[src/rtl/wb_reg_bank_if.sv]
// Wishbone classic bus bundle between an interconnect master and the register bank.
// Signal names keep the slave-side _i/_o suffixes so they read the same inside the bank.
//   master modport: drives cyc/stb/adr/sel/we/dat_i, observes ack/err/rty/stall/dat_o
//   slave  modport: the reverse
interface wb_reg_bank_if #(
    parameter int unsigned ADR_W  = 2,
    parameter int unsigned DATA_W = 32
);
    logic                  wb_cyc_i;
    logic                  wb_stb_i;
    logic [ADR_W-1:0]      wb_adr_i;
    logic [DATA_W/8-1:0]   wb_sel_i;
    logic                  wb_we_i;
    logic [DATA_W-1:0]     wb_dat_i;
    logic                  wb_ack_o;
    logic                  wb_err_o;
    logic                  wb_rty_o;
    logic                  wb_stall_o;
    logic [DATA_W-1:0]     wb_dat_o;

    modport master (
        output wb_cyc_i, wb_stb_i, wb_adr_i, wb_sel_i, wb_we_i, wb_dat_i,
        input  wb_ack_o, wb_err_o, wb_rty_o, wb_stall_o, wb_dat_o
    );

    modport slave (
        input  wb_cyc_i, wb_stb_i, wb_adr_i, wb_sel_i, wb_we_i, wb_dat_i,
        output wb_ack_o, wb_err_o, wb_rty_o, wb_stall_o, wb_dat_o
    );
endinterface

[src/rtl/wb_reg_bank.sv]
// Parametrised Wishbone classic slave register bank: NREGS registers of DATA_W bits,
// each read-write, read-only (sourced from regs_i) or write-pulse (self-clearing).
// One transaction in flight: IDLE (accept) -> EXEC (decode/update) -> RESP (ack or err).
// Ports:
//   clk_i, rst_n_i  rising-edge clock, synchronous active-low reset
//   wb              Wishbone slave bundle (wb_reg_bank_if.slave)
//   regs_o          register contents, slice i = register i (RO slices read 0,
//                   pulse slices carry written bytes only in the RESP cycle)
//   regs_i          read-only sources, slice i used when RO_MASK[i]=1
//   wr_strobe_o     one-cycle pulse per register written, aligned with the ack
module wb_reg_bank #(
    parameter int unsigned               NREGS      = 4,
    parameter int unsigned               DATA_W     = 32,
    parameter logic [NREGS-1:0]          RO_MASK    = '0,
    parameter logic [NREGS-1:0]          PULSE_MASK = '0,
    parameter logic [NREGS*DATA_W-1:0]   RST_VAL    = '0
) (
    input  logic                       clk_i,
    input  logic                       rst_n_i,
    wb_reg_bank_if.slave               wb,
    output logic [NREGS*DATA_W-1:0]    regs_o,
    input  logic [NREGS*DATA_W-1:0]    regs_i,
    output logic [NREGS-1:0]           wr_strobe_o
);

    localparam int unsigned ADR_W = (NREGS > 1) ? $clog2(NREGS) : 1;
    localparam int unsigned SEL_W = DATA_W / 8;

    localparam logic [1:0] ST_IDLE = 2'd0;
    localparam logic [1:0] ST_EXEC = 2'd1;
    localparam logic [1:0] ST_RESP = 2'd2;

    logic [1:0]        state_q, state_d;
    logic [ADR_W-1:0]  adr_q,   adr_d;
    logic              we_q,    we_d;
    logic [SEL_W-1:0]  sel_q,   sel_d;
    logic [DATA_W-1:0] wdat_q,  wdat_d;
    logic              ack_q,   ack_d;
    logic              err_q,   err_d;
    logic [DATA_W-1:0] rdat_q,  rdat_d;
    logic [NREGS-1:0]  strobe_q, strobe_d;
    logic [DATA_W-1:0] regs_q [NREGS];
    logic [DATA_W-1:0] regs_d [NREGS];

    logic wb_en_c;

    assign wb_en_c       = wb.wb_cyc_i & wb.wb_stb_i;
    assign wb.wb_stall_o = wb_en_c & ~(ack_q | err_q);
    assign wb.wb_rty_o   = 1'b0;
    assign wb.wb_ack_o   = ack_q;
    assign wb.wb_err_o   = err_q;
    assign wb.wb_dat_o   = rdat_q;
    assign wr_strobe_o   = strobe_q;

    // Flatten register storage onto the fabric-facing vector
    always_comb begin
        regs_o = '0;
        for (int unsigned i = 0; i < NREGS; i++) begin
            regs_o[i*DATA_W +: DATA_W] = regs_q[i];
        end
    end

    // Next-state, decode and register update
    always_comb begin
        state_d  = state_q;
        adr_d    = adr_q;
        we_d     = we_q;
        sel_d    = sel_q;
        wdat_d   = wdat_q;
        ack_d    = 1'b0;
        err_d    = 1'b0;
        rdat_d   = '0;
        strobe_d = '0;
        regs_d   = regs_q;

        // Only RW registers hold state; pulse slices self-clear, RO slices stay 0
        for (int unsigned i = 0; i < NREGS; i++) begin
            if (RO_MASK[i] || PULSE_MASK[i]) begin
                regs_d[i] = '0;
            end
        end

        case (state_q)
            ST_IDLE: begin
                if (wb_en_c) begin
                    adr_d   = ADR_W'(wb.wb_adr_i);
                    we_d    = wb.wb_we_i;
                    sel_d   = SEL_W'(wb.wb_sel_i);
                    wdat_d  = DATA_W'(wb.wb_dat_i);
                    state_d = ST_EXEC;
                end
            end
            ST_EXEC: begin
                state_d = ST_RESP;
                // Exact match per register; an address that hits nothing is an error
                for (int unsigned i = 0; i < NREGS; i++) begin
                    if (adr_q == ADR_W'(i)) begin
                        if (we_q) begin
                            if (!RO_MASK[i]) begin
                                ack_d       = 1'b1;
                                strobe_d[i] = 1'b1;
                                for (int unsigned j = 0; j < SEL_W; j++) begin
                                    if (sel_q[j]) begin
                                        regs_d[i][j*8 +: 8] = wdat_q[j*8 +: 8];
                                    end
                                end
                            end
                        end else begin
                            ack_d = 1'b1;
                            if (RO_MASK[i]) begin
                                rdat_d = regs_i[i*DATA_W +: DATA_W];
                            end else if (PULSE_MASK[i]) begin
                                rdat_d = '0;
                            end else begin
                                rdat_d = regs_q[i];
                            end
                        end
                    end
                end
                err_d = ~ack_d;
            end
            ST_RESP: begin
                state_d = ST_IDLE;
            end
            default: begin
                state_d = ST_IDLE;
            end
        endcase
    end

    // State and output registers
    always_ff @(posedge clk_i) begin
        if (!rst_n_i) begin
            state_q  <= ST_IDLE;
            adr_q    <= '0;
            we_q     <= 1'b0;
            sel_q    <= '0;
            wdat_q   <= '0;
            ack_q    <= 1'b0;
            err_q    <= 1'b0;
            rdat_q   <= '0;
            strobe_q <= '0;
            for (int unsigned i = 0; i < NREGS; i++) begin
                if (RO_MASK[i] || PULSE_MASK[i]) begin
                    regs_q[i] <= '0;
                end else begin
                    regs_q[i] <= RST_VAL[i*DATA_W +: DATA_W];
                end
            end
        end else begin
            state_q  <= state_d;
            adr_q    <= adr_d;
            we_q     <= we_d;
            sel_q    <= sel_d;
            wdat_q   <= wdat_d;
            ack_q    <= ack_d;
            err_q    <= err_d;
            rdat_q   <= rdat_d;
            strobe_q <= strobe_d;
            for (int unsigned i = 0; i < NREGS; i++) begin
                regs_q[i] <= regs_d[i];
            end
        end
    end

endmodule

[src/flat_wrapper.sv]
// flat-port wrapper written by rule: the top's interface ports become plain ports
module wb_reg_bank_flat 
#(
    parameter int unsigned               NREGS      = 4,
    parameter int unsigned               DATA_W     = 32,
    parameter logic [NREGS-1:0]          RO_MASK    = '0,
    parameter logic [NREGS-1:0]          PULSE_MASK = '0,
    parameter logic [NREGS*DATA_W-1:0]   RST_VAL    = '0
)
  (clk_i, rst_n_i, regs_o, regs_i, wr_strobe_o, wb_wb_cyc_i, wb_wb_stb_i, wb_wb_adr_i, wb_wb_sel_i, wb_wb_we_i, wb_wb_dat_i, wb_wb_ack_o, wb_wb_err_o, wb_wb_rty_o, wb_wb_stall_o, wb_wb_dat_o);
  wb_reg_bank_if #(.ADR_W(2), .DATA_W(DATA_W)) wb_i ();
  input  logic clk_i;
  input  logic rst_n_i;
  output logic [NREGS*DATA_W-1:0] regs_o;
  input  logic [NREGS*DATA_W-1:0] regs_i;
  output logic [NREGS-1:0] wr_strobe_o;
  input wire logic [$bits(wb_i.wb_cyc_i)-1:0] wb_wb_cyc_i;
  input wire logic [$bits(wb_i.wb_stb_i)-1:0] wb_wb_stb_i;
  input wire logic [$bits(wb_i.wb_adr_i)-1:0] wb_wb_adr_i;
  input wire logic [$bits(wb_i.wb_sel_i)-1:0] wb_wb_sel_i;
  input wire logic [$bits(wb_i.wb_we_i)-1:0] wb_wb_we_i;
  input wire logic [$bits(wb_i.wb_dat_i)-1:0] wb_wb_dat_i;
  output wire logic [$bits(wb_i.wb_ack_o)-1:0] wb_wb_ack_o;
  output wire logic [$bits(wb_i.wb_err_o)-1:0] wb_wb_err_o;
  output wire logic [$bits(wb_i.wb_rty_o)-1:0] wb_wb_rty_o;
  output wire logic [$bits(wb_i.wb_stall_o)-1:0] wb_wb_stall_o;
  output wire logic [$bits(wb_i.wb_dat_o)-1:0] wb_wb_dat_o;
  assign wb_i.wb_cyc_i = wb_wb_cyc_i;
  assign wb_i.wb_stb_i = wb_wb_stb_i;
  assign wb_i.wb_adr_i = wb_wb_adr_i;
  assign wb_i.wb_sel_i = wb_wb_sel_i;
  assign wb_i.wb_we_i = wb_wb_we_i;
  assign wb_i.wb_dat_i = wb_wb_dat_i;
  assign wb_wb_ack_o = wb_i.wb_ack_o;
  assign wb_wb_err_o = wb_i.wb_err_o;
  assign wb_wb_rty_o = wb_i.wb_rty_o;
  assign wb_wb_stall_o = wb_i.wb_stall_o;
  assign wb_wb_dat_o = wb_i.wb_dat_o;
  wb_reg_bank #(.NREGS(NREGS), .DATA_W(DATA_W), .RO_MASK(RO_MASK), .PULSE_MASK(PULSE_MASK), .RST_VAL(RST_VAL)) u_core (.clk_i(clk_i), .rst_n_i(rst_n_i), .wb(wb_i), .regs_o(regs_o), .regs_i(regs_i), .wr_strobe_o(wr_strobe_o));
endmodule
[config.mk]
export PLATFORM = sky130hd
export DESIGN_NAME = wb_reg_bank_flat
export DESIGN_NICKNAME = d
export VERILOG_FILES = /design/src/rtl/wb_reg_bank_if.sv /design/src/rtl/wb_reg_bank.sv /design/src/flat_wrapper.sv
export SDC_FILE = /design/constraint.sdc
export NUM_CORES = 1
export LEC_CHECK = 0
export CAP_MARGIN = 40
export CORE_UTILIZATION = 39
export CTS_CLUSTER_DIAMETER = 40
export DETAILED_ROUTE_END_ITERATION = 12
export HOLD_SLACK_MARGIN = 0.12
export PLACE_DENSITY_LB_ADDON = 0.1
export SKIP_LAST_GASP = 1
export SYNTH_ARGS = -nofsm -noshare
export SYNTH_HDL_FRONTEND = slang
export SYNTH_SLANG_ARGS = --single-unit
[constraint.sdc]
create_clock -name clk_i -period 1.3 [get_ports clk_i]
set_input_delay 0.325 -clock clk_i [delete_from_list [all_inputs] [get_ports clk_i]]
set_output_delay 0.325 -clock clk_i [all_outputs]
set_load 0.01 [all_outputs]
==> qor.csv, run 1 <==
metric;value;unit
vias in the first global route;7296;
min cycle time layout;1.46;ns
ys async rst share;0;
area of the multi-input gates;0.00415;mm^2
routability cong.;0.767;
Max Cap Viol;0;
sequential area share after synthesis;0.510;
main area contributors after synthesis;dfxtp_1 (51%), mux2i_1 (17%), nand2_1 (11%);
post-route insts no fill;1519;
compound-gate portion of the synthesized area;0.0684;
H-tree depth;1;
Ys Warns;0;
num ports;339;
Crit path top cell by count;buf_6;
flip-flop and latch area;0.00436;mm^2
pre-CTS setup slack;-0.615;ns
Port Buffers;209;
Synth top cells by count;nand2_1 (240), dfxtp_1 (207), mux2i_1 (134);
gr ovfl total;0;
first-pass GRT wire length;40.9;mm
num rows;52;
# setup viols final;228;
Setup Skew;0.00827;ns
wire per inst;17.4;um
DR iter-0 viols;327;
worst path required time;1.77;ns
Mapped Cells;821;
initial antenna violation count;2;
Die Width;146;um
drt pass-1 iters;5;
EDFF count, synth;0;
WHS;0.229;ns
Leak;0.00627;uW
antenna cells;0;
ratio of cells with drive above 1 in the final layout;0.561;
Synth Area in XOR/XNOR;0;
outcome;finished, violations left;
Detail Route Antenna Nets;0;
crit share post-route;1.12;
Largest delay share family, worst path;simple AND/OR/NAND/NOR gates;
worst min-delay path category;in2reg;
critical path cell sequence;buf_6, and4bb_4, buf_6, buf_8, nand2_1, a21boi_2;
Worst setup EP type;flop;
CTS Root Cell;clkbuf_16;
Avg Inst Size Synth;9.90;um^2
CTS tree;built;
Tot GR Track Use;0.242;
CP Launch Type;flop;
Routed WL;26.4;mm
mux cell area share after synthesis;0.204;
#FFs+latches synth;207;
area added between synthesis and finish;76.5;%
Netlist cell types;36;
Max IR drop VDD;0.957;mV
CTS Buffer Depth;3;
Power Dens Cells;1140;mW/mm^2
Arr. time, crit path;1.93;ns
setup TNS;-8.39;ns
Max Clk Rate;685;MHz
total power;16400;uW
final net count;1395;
Pins Over Slew Limit;0;
DIE AREA;0.0214;mm^2
failing checks;negative setup slack;
Vias/cell;4.87;
main combinational cell family by area after synthesis;multiplexers;
vias;7392;
largest net degree at the start of global routing;73;
count leader, synth;nand2_1;
Synth area leader;dfxtp_1;
Buf/Inv on CP;3;
ys flop type;dfxtp_1;
share of the synthesized area in the top cell type;0.510;
clock buffer count from CTS;31;
cell total after placement;1358;
Fillers;1482;
RSZ-0062 raised after global routing;yes;
starting density of the core;0.400;
Synth Cell Area;0.00813;mm^2
later-pin clock latency in the skew report;0.54;ns
clock tree sinks;207;
crit path kind;reg2reg;
adder and majority cell fraction of the synthesized area;0;
core area;0.0203;mm^2
Hold Violations, Final;0;
Reg clk slew, reported paths;0.06;ns
post-synthesis simple-gate area fraction;0.186;
PnR worst setup slack;-0.159;ns
crit path max fanout;5;
drt drc;0;
Die Y;146;um
slowest stage cell on the critical path;and4bb_4;
CP max stage delay;0.42;ns
DP HPWL;16.3;mm
[path summary, 6_finish.rpt]
check	start	endpoint	slack, ns	depth (start not counted)
hold / removal	rst_n_i	u_core.wr_strobe_o[2]	0.23	5
setup / recovery	u_core.state_q[0]	u_core.wdat_q[31]	-0.16	6
setup reg to reg	u_core.state_q[0]	u_core.wdat_q[31]	-0.16	6
hold reg to reg	u_core.wdat_q[10]	u_core.wdat_q[10]	0.45	2
[routing by layer]
layer / up-vias / wire length (um) / track usage
met3: 36 / 1510 / 0.0500
li1: 3613 / - / -
met2: 222 / 12300 / 0.396
met1: 3517 / 12100 / 0.329
met4: 4 / 398 / 0.0531
met5: - / 26 / 0
[cells by family after synthesis]
family,count (synthesis)
compound gates,75
mux,148
buf+inv,56
simple gates,334
flops,207
other cells,1
[tightest hold or removal path, delay by kind of cell]
| family | cells | cell delay [ns] |
|---|---|---|
| buffers and inverters | 3 | 0.30 |
| and+or+nand+nor | 2 | 0.10 |
[power breakdown]
part           total [uW]  switching [uW]  internal, uW
Combinational         963             490           473
Clock                8990            3150          5840
Sequential           6450            53.4          6400
[sequential cells by signal (all words and copies together) (netlist names)]
| name | flops |
|---|---|
| u_core.we_q | 1 |
| u_core.wr_strobe_o | 4 |
| u_core.adr_q | 2 |
| u_core.regs_o | 128 |
| u_core.wb.wb_dat_o | 32 |
| u_core.wb.wb_err_o | 1 |
| u_core.sel_q | 4 |
| u_core.wb.wb_ack_o | 1 |
| u_core.wdat_q | 32 |
| u_core.state_q | 2 |
[per-stage QoR]
step	instance area [um^2]	util
finish	14300	0.706
global route	14300	0.706
CTS	13900	0.683
detailed placement	11500	0.566
global placement	11500	0.566
floorplan	8180	-
[cells in the final DEF (no fill, tap or decap), types with 5 or more instances in the layout]
cell | synthesis | layout
inv_6 | 0 | 5
clkbuf_16 | 0 | 32
nor2_1 | 15 | 10
mux2i_1 | 134 | 133
dfxtp_4 | 0 | 8
nand2_1 | 240 | 219
clkdlybuf4s50_1 | 0 | 39
a21boi_2 | 0 | 16
a21boi_1 | 7 | 16
dfxtp_1 | 207 | 49
buf_6 | 2 | 175
a211oi_2 | 0 | 11
nor2_4 | 1 | 6
buf_4 | 4 | 157
a211oi_1 | 24 | 13
buf_12 | 0 | 31
buf_2 | 9 | 14
nand3_2 | 7 | 6
a21boi_0 | 32 | 7
mux4_2 | 14 | 14
o22ai_1 | 9 | 9
nor2_2 | 8 | 8
nor4_2 | 1 | 6
dfxtp_2 | 0 | 150
nand3b_1 | 7 | 7
nor2b_1 | 29 | 26
nand2_4 | 0 | 19
bufinv_16 | 0 | 6
[what timing repair did]
action | in CTS | in global routing
hold buffers | 0 | 0
endpoints found under the hold margin | 0 | 0
gates resized for setup | 1040 | 107
cloned | 4 | 1
pin swaps | 19 | 50
setup buffers | 83 | 20
endpoints found under the setup margin | 366 | 365
[area by class of cell]
| cell class | instances | area share |
|---|---|---|
| inverters | 2 | 0.000524 |
| multi-input cells | 559 | 0.290 |
| clock buffers | 37 | 0.0585 |
| flip-flops and latches | 207 | 0.304 |
| clock inverters | 21 | 0.0208 |
| well taps | 270 | 0.0236 |
| repair buffers | 423 | 0.303 |
Power figures use the tool's default switching activity.
==> run 2: changes to the inputs <==
--- a/config.mk
+++ b/config.mk
@@ -5,13 +5,17 @@
 export SDC_FILE = /design/constraint.sdc
 export NUM_CORES = 1
 export LEC_CHECK = 0
+export ABC_AREA = 1
 export CAP_MARGIN = 40
-export CORE_UTILIZATION = 39
+export CELL_PAD_IN_SITES_DETAIL_PLACEMENT = 0
+export CELL_PAD_IN_SITES_GLOBAL_PLACEMENT = 1
+export CORE_UTILIZATION = 27
 export CTS_CLUSTER_DIAMETER = 40
 export DETAILED_ROUTE_END_ITERATION = 12
 export HOLD_SLACK_MARGIN = 0.12
 export PLACE_DENSITY_LB_ADDON = 0.1
 export SKIP_LAST_GASP = 1
+export SLEW_MARGIN = 15
 export SYNTH_ARGS = -nofsm -noshare
 export SYNTH_HDL_FRONTEND = slang
 export SYNTH_SLANG_ARGS = --single-unit
==> run 2 against run 1 <==
  * The run still ends with negative setup slack left
  * Area after synthesis increased by 10%
  * Power is 18% higher
  * Combinational power rose by 67%
  * Via count rose by 28%
  * Die area increased by 58%
  * Sequential power up 2%
  * Critical path type is now reg2out
  * Critical endpoint is now wb_wb_stall_o
  * Highest routed layer unchanged
==> qor.csv, run 2 <==
metric;value;unit
num rows;66;
initial antenna violation count;1;
Vias/cell;4.36;
Max Clk Rate;691;MHz
# setup viols final;150;
drt drc;0;
num ports;339;
ratio of cells with drive above 1 in the final layout;0.442;
Port Buffers;209;
Die Y;184;um
#FFs+latches synth;207;
total power;19400;uW
Seq pwr share;0.339;
DR top layer;met5;
DR WL met2;18.2;mm
largest net degree at the start of global routing;45;
starting density of the core;0.275;
failing checks;negative setup slack;
ys async rst share;0;
Hold Violations, Final;0;
max FFs per register;128;
Largest delay share family, worst path;flip-flops;
clock tree sinks;207;
final net count;1867;
CTS tree;built;
slowest stage cell on the critical path;dfxtp_2;
outcome;finished, violations left;
later-pin clock latency in the skew report;0.51;ns
Buf/Inv on CP;1;
commonest cells after routing, fill and taps aside;nor2_1 (337), nand2_1 (248), buf_6 (137);
H-tree depth;2;
count leader, synth;nor2_1;
min cycle time layout;1.45;ns
Ys Warns;0;
Setup Skew;0.0191;ns
Avg Inst Size Synth;6.74;um^2
WHS;0.295;ns
share of the synthesized area in the top cell type;0.464;
antenna cells;0;
area added between synthesis and finish;75.5;%
setup TNS;-7.64;ns
RSZ-0062 raised after global routing;yes;
Arr. time, crit path;1.12;ns
critical path cell sequence;nor3_2, buf_2;
clock share of power;0.578;
routability cong.;0.759;
Sw Share;0.234;
drt pass-1 iters;5;
first-pass GRT wire length;53.3;mm
Detail Route Antenna Nets;0;
CP Launch Type;flop;
Pins Over Slew Limit;0;
Mapped Cells;1326;
Metal-1 WL;17.5;mm
Netlist cell types;23;
met3 wire length;1.82;mm
Internal Power;14900;uW
post-route insts no fill;2167;
sw power;4530;uW
CTS Buffer Depth;3;
combinational power share;0.083;
cell total after placement;2018;
crit share post-route;1.11;
ys flop type;dfxtp_1;
vias;9449;
Synth top cells by count;nor2_1 (380), nand2_1 (340), dfxtp_1 (207);
Leak;0.00750;uW
wire per inst;17.6;um
main area contributors after synthesis;dfxtp_1 (46%), nor2_1 (16%), nand2_1 (14%);
gr ovfl total;0;
DIE AREA;0.0338;mm^2
Synth Cell Area;0.00894;mm^2
Power Dens Cells;1240;mW/mm^2
Reg clk slew, reported paths;0.05;ns
Worst setup EP type;output pin;
crit path kind;reg2out;
Routed WL;38.1;mm
core area;0.0325;mm^2
DP HPWL;22.9;mm
worst min-delay path category;in2reg;
PnR worst setup slack;-0.146;ns
CTS Root Cell;clkbuf_16;
sequential area share after synthesis;0.464;
Die Width;184;um
Tot GR Track Use;0.209;
hold buffer count at CTS;0;
crit path max fanout;2;
DR iter-0 viols;526;
CP max stage delay;0.31;ns
vias in the first global route;8875;
Max Cap Viol;0;
Synth area leader;dfxtp_1;
Max IR drop VDD;0.772;mV
EDFF count, synth;0;
Final Core Density;0.482;
clock buffer count from CTS;39;
worst path required time;0.98;ns
most common cell after layout, fill and taps aside;nor2_1;
==> run 2: changes by cell type in the layout (fill, tap and decap cells not counted), moves of 29 or more <==
cell / before / now
o21ai_0: 0 / 47
nand3_1: 0 / 79
buf_6: 175 / 137
nor2_1: 10 / 337
mux2i_1: 133 / 0
nor2_2: 8 / 40
buf_4: 157 / 118
nand2_2: 3 / 71
nand2_1: 219 / 248
buf_2: 14 / 46
inv_1: 2 / 107
==> run 2: cell families (layout without fill, tap and decap cells) <==
group / count (synthesis) / in the layout / synth area share
AOI/OAI and AO/OA: 87 / 87 / 0.0487
buffers and inverters: 188 / 575 / 0.0967
DFF: 207 / 207 / 0.464
other: 1 / 2 / 0.000420
and+or+nand+nor: 843 / 854 / 0.391
==> run 2: cell type report <==
class,count,area [um^2]
multi-input combinational,943,4890
timing repair inverter,1,6.26
inverter,117,468
tap,442,553
clock buffer,50,1090
fill,3318,16800
sequential,207,4350
clock inverter,20,348
timing repair buffer,387,3980
==> run 2: worst paths after layout <==
check             slack (ns)                endpoint          startpoint  depth (start not counted)
hold reg to reg         0.49         u_core.sel_q[3]     u_core.sel_q[3]                          2
setup reg to reg       -0.12  u_core.wb.wb_dat_o[11]     u_core.adr_q[0]                          9
hold / removal          0.30       u_core.regs_o[71]             rst_n_i                          4
setup / recovery       -0.15           wb_wb_stall_o  u_core.wb.wb_err_o                          2
==> run 2: worst min-delay path, stage by stage <==
cell and delay, ns:
buf_4 0.16, buf_12 0.17, nand2_1 0.07, nor2_1 0.03
==> run 2: repair_timing <==
item,CTS,global route
endpoints found under the setup margin,331,278
gates resized for setup,990,241
pin swaps,40,82
gates cloned,9,11
buffers inserted,38,27
==> run 2: routing by layer <==
metal | global-route usage | vias up
met4 | 0.0473 | 2
met2 | 0.352 | 243
met3 | 0.0368 | 50
li1 | - | 4803
met1 | 0.278 | 4351
met5 | 0 | -
==> run 2: through the flow <==
stage	instance area, um^2	setup WS [ns]
after global placement	12200	-0.564
after floorplan	8940	0.0774
after global routing	15700	-0.205
final	15700	-0.146
after detailed placement	12200	-0.559
after CTS	14500	-0.146
==> run 2: power by group through the flow <==
stage	Combinational, uW	Clock (uW)	Sequential [uW]
2_1_floorplan	585	0	6660
3_3_place_gp	1220	0	6710
3_5_place_dp	1220	0	6710
4_1_cts	1490	11400	6580
5_1_grt	1720	11700	6590
6_report	1610	11200	6580
==> run 3: changes to the inputs <==
--- a/config.mk
+++ b/config.mk
@@ -19,3 +19,4 @@
 export SYNTH_ARGS = -nofsm -noshare
 export SYNTH_HDL_FRONTEND = slang
 export SYNTH_SLANG_ARGS = --single-unit
+export TNS_END_PERCENT = 5
==> run 3 against run 2 <==
  * Routed wire length down 9.1%
  * Largest power group unchanged
  * Final cell count down 2.4%
  * Clock power about the same
  * Count of clock-buffer cells in the layout unchanged
  * Fmax up 0.90%
  * Power down 1.7%
  * The run still ends with negative setup slack left
  * Global-route usage down 1.1 points
  * Combinational power down 17%
  * Die area unchanged
  * Sequential share of layout area up 1.7 points
  * Flip-flop and latch count unchanged
  * Setup slack better by 0.013 ns
==> qor.csv, run 3 (same netlist as run 2, synthesis figures left out) <==
metric;value;unit
outcome;finished, violations left;
failing checks;negative setup slack;
largest net degree at the start of global routing;45;
Pins Over Slew Limit;0;
worst path required time;0.98;ns
DIE AREA;0.0338;mm^2
Port Buffers;209;
Die Width;184;um
Buf/Inv on CP;1;
Hold Crit Start;rst_n_i;
DR iter-0 viols;478;
Fillers;3412;
reg2reg start;u_core.adr_q[1];
Hold Crit Depth;4;
Tot GR Track Use;0.199;
Die Y;184;um
starting density of the core;0.275;
Max Cap Viol;0;
slowest stage cell on the critical path;dfxtp_1;
vias;8984;
first-pass GRT wire length;50.8;mm
CP Launch Type;flop;
core area;0.0325;mm^2
area added between synthesis and finish;60.1;%
CTS tree;built;
crit path max fanout;2;
worst min-delay path category;in2reg;
combinational power share;0.070;
RSZ-0062 raised after global routing;yes;
critical path cell sequence;clkdlybuf4s15_1;
Seq pwr share;0.346;
crit path kind;reg2out;
CP max stage delay;0.35;ns
Arr. time, crit path;1.11;ns
H-tree depth;2;
num ports;339;
most common cell after layout, fill and taps aside;nor2_1;
min cycle time layout;1.43;ns
Worst setup EP type;output pin;
later-pin clock latency in the skew report;0.51;ns
flip-flop and latch area;0.00421;mm^2
Hold Violations, Final;0;
routability cong.;0.759;
num rows;66;
pre-CTS setup slack;-0.559;ns
ratio of cells with drive above 1 in the final layout;0.229;
PnR worst setup slack;-0.133;ns
area of the multi-input gates;0.00418;mm^2
final net count;1816;
Max IR drop VDD;0.787;mV
clock share of power;0.584;
r2r endpoint;u_core.regs_o[64];
DP HPWL;22.9;mm
vias in the first global route;8633;
clock buffer count from CTS;39;
Sw Share;0.227;
max FFs per register;128;
Internal Power;14700;uW
Largest delay share family, worst path;flip-flops;
antenna cells;0;
Detail Route Antenna Nets;0;
Power Dens Cells;1330;mW/mm^2
Reg clk slew, reported paths;0.05;ns
FF-to-FF path depth;7;
R2R Setup Slk;-0.09;ns
CTS Buffer Depth;3;
commonest cells after routing, fill and taps aside;nor2_1 (369), nand2_1 (326), dfxtp_1 (162);
Final Core Density;0.440;
drt pass-1 iters;4;
Endpoint, Worst Hold;u_core.regs_o[71];
drt drc;0;
hold buffer count at CTS;0;
crit share post-route;1.10;
Routed WL;34.6;mm
Leak;0.00705;uW
sw power;4320;uW
initial antenna violation count;1;
clock tree sinks;207;
Vias/cell;4.25;
Max Clk Rate;698;MHz
wire per inst;16.3;um
gr ovfl total;0;
CTS Root Cell;clkbuf_16;
# setup viols final;271;
Setup Skew;0.0161;ns
[run 3: layout make-up]
class	instances	area share
repair buffers	346	0.242
well taps	442	0.0386
inverters	117	0.0323
clock inverters	20	0.0243
multi-input cells	934	0.292
flip-flops and latches	207	0.294
clock buffers	50	0.0761
[run 3: repair_timing]
| action | in CTS | in global routing |
|---|---|---|
| gates cloned | 0 | 5 |
| resized for setup | 438 | 67 |
| buffers inserted | 10 | 13 |
| setup endpoints to repair | 331 | 331 |
| pin swaps | 3 | 14 |
[run 3: through the flow]
step / hold slack, ns / TNS, ns / cells / power (uW) / cell area (um^2)
floorplan: 0.455 / 0 / 1327 / 7250 / 8940
global placement: 0.465 / -35.16 / 2018 / 7940 / 12200
detailed placement: 0.473 / -35.82 / 2018 / 7930 / 12200
CTS: 0.291 / -32.99 / 2098 / 19200 / 13800
global route: 0.311 / -37.87 / 2116 / 19800 / 14300
finish: 0.310 / -19.35 / 2116 / 19100 / 14300
[run 3: power groups by stage]
stage | registers (uW) | clock network (uW) | logic (uW)
floorplan | 6660 | 0 | 585
global placement | 6710 | 0 | 1220
detailed placement | 6710 | 0 | 1220
CTS | 6580 | 11400 | 1220
global route | 6600 | 11700 | 1450
finish | 6590 | 11100 | 1340
[run 3: worst max-delay path by stage]
stage	to	slack, ns	cells after the start	from
CTS	wb_wb_stall_o	-0.15	2	u_core.wb.wb_err_o
detailed placement	wb_wb_stall_o	-0.56	4	wb_wb_stb_i
floorplan	u_core.regs_o[73]	0.08	9	u_core.we_q
global placement	wb_wb_stall_o	-0.56	4	wb_wb_cyc_i
global route	u_core.regs_o[48]	-0.19	6	u_core.adr_q[0]
finish	regs_o[93]	-0.13	1	u_core.regs_o[93]
[run 3: routing by layer]
| layer | vias up | part of all wire | wire length [um] | global-route usage |
|---|---|---|---|---|
| met1 | 4043 | 0.47 | 16300 | 0.262 |
| met5 | - | 0.00032 | 11 | 0 |
| met2 | 206 | 0.47 | 16300 | 0.334 |
| met4 | 2 | 0.014 | 468 | 0.0453 |
| met3 | 42 | 0.046 | 1580 | 0.0378 |
| li1 | 4691 | - | - | - |
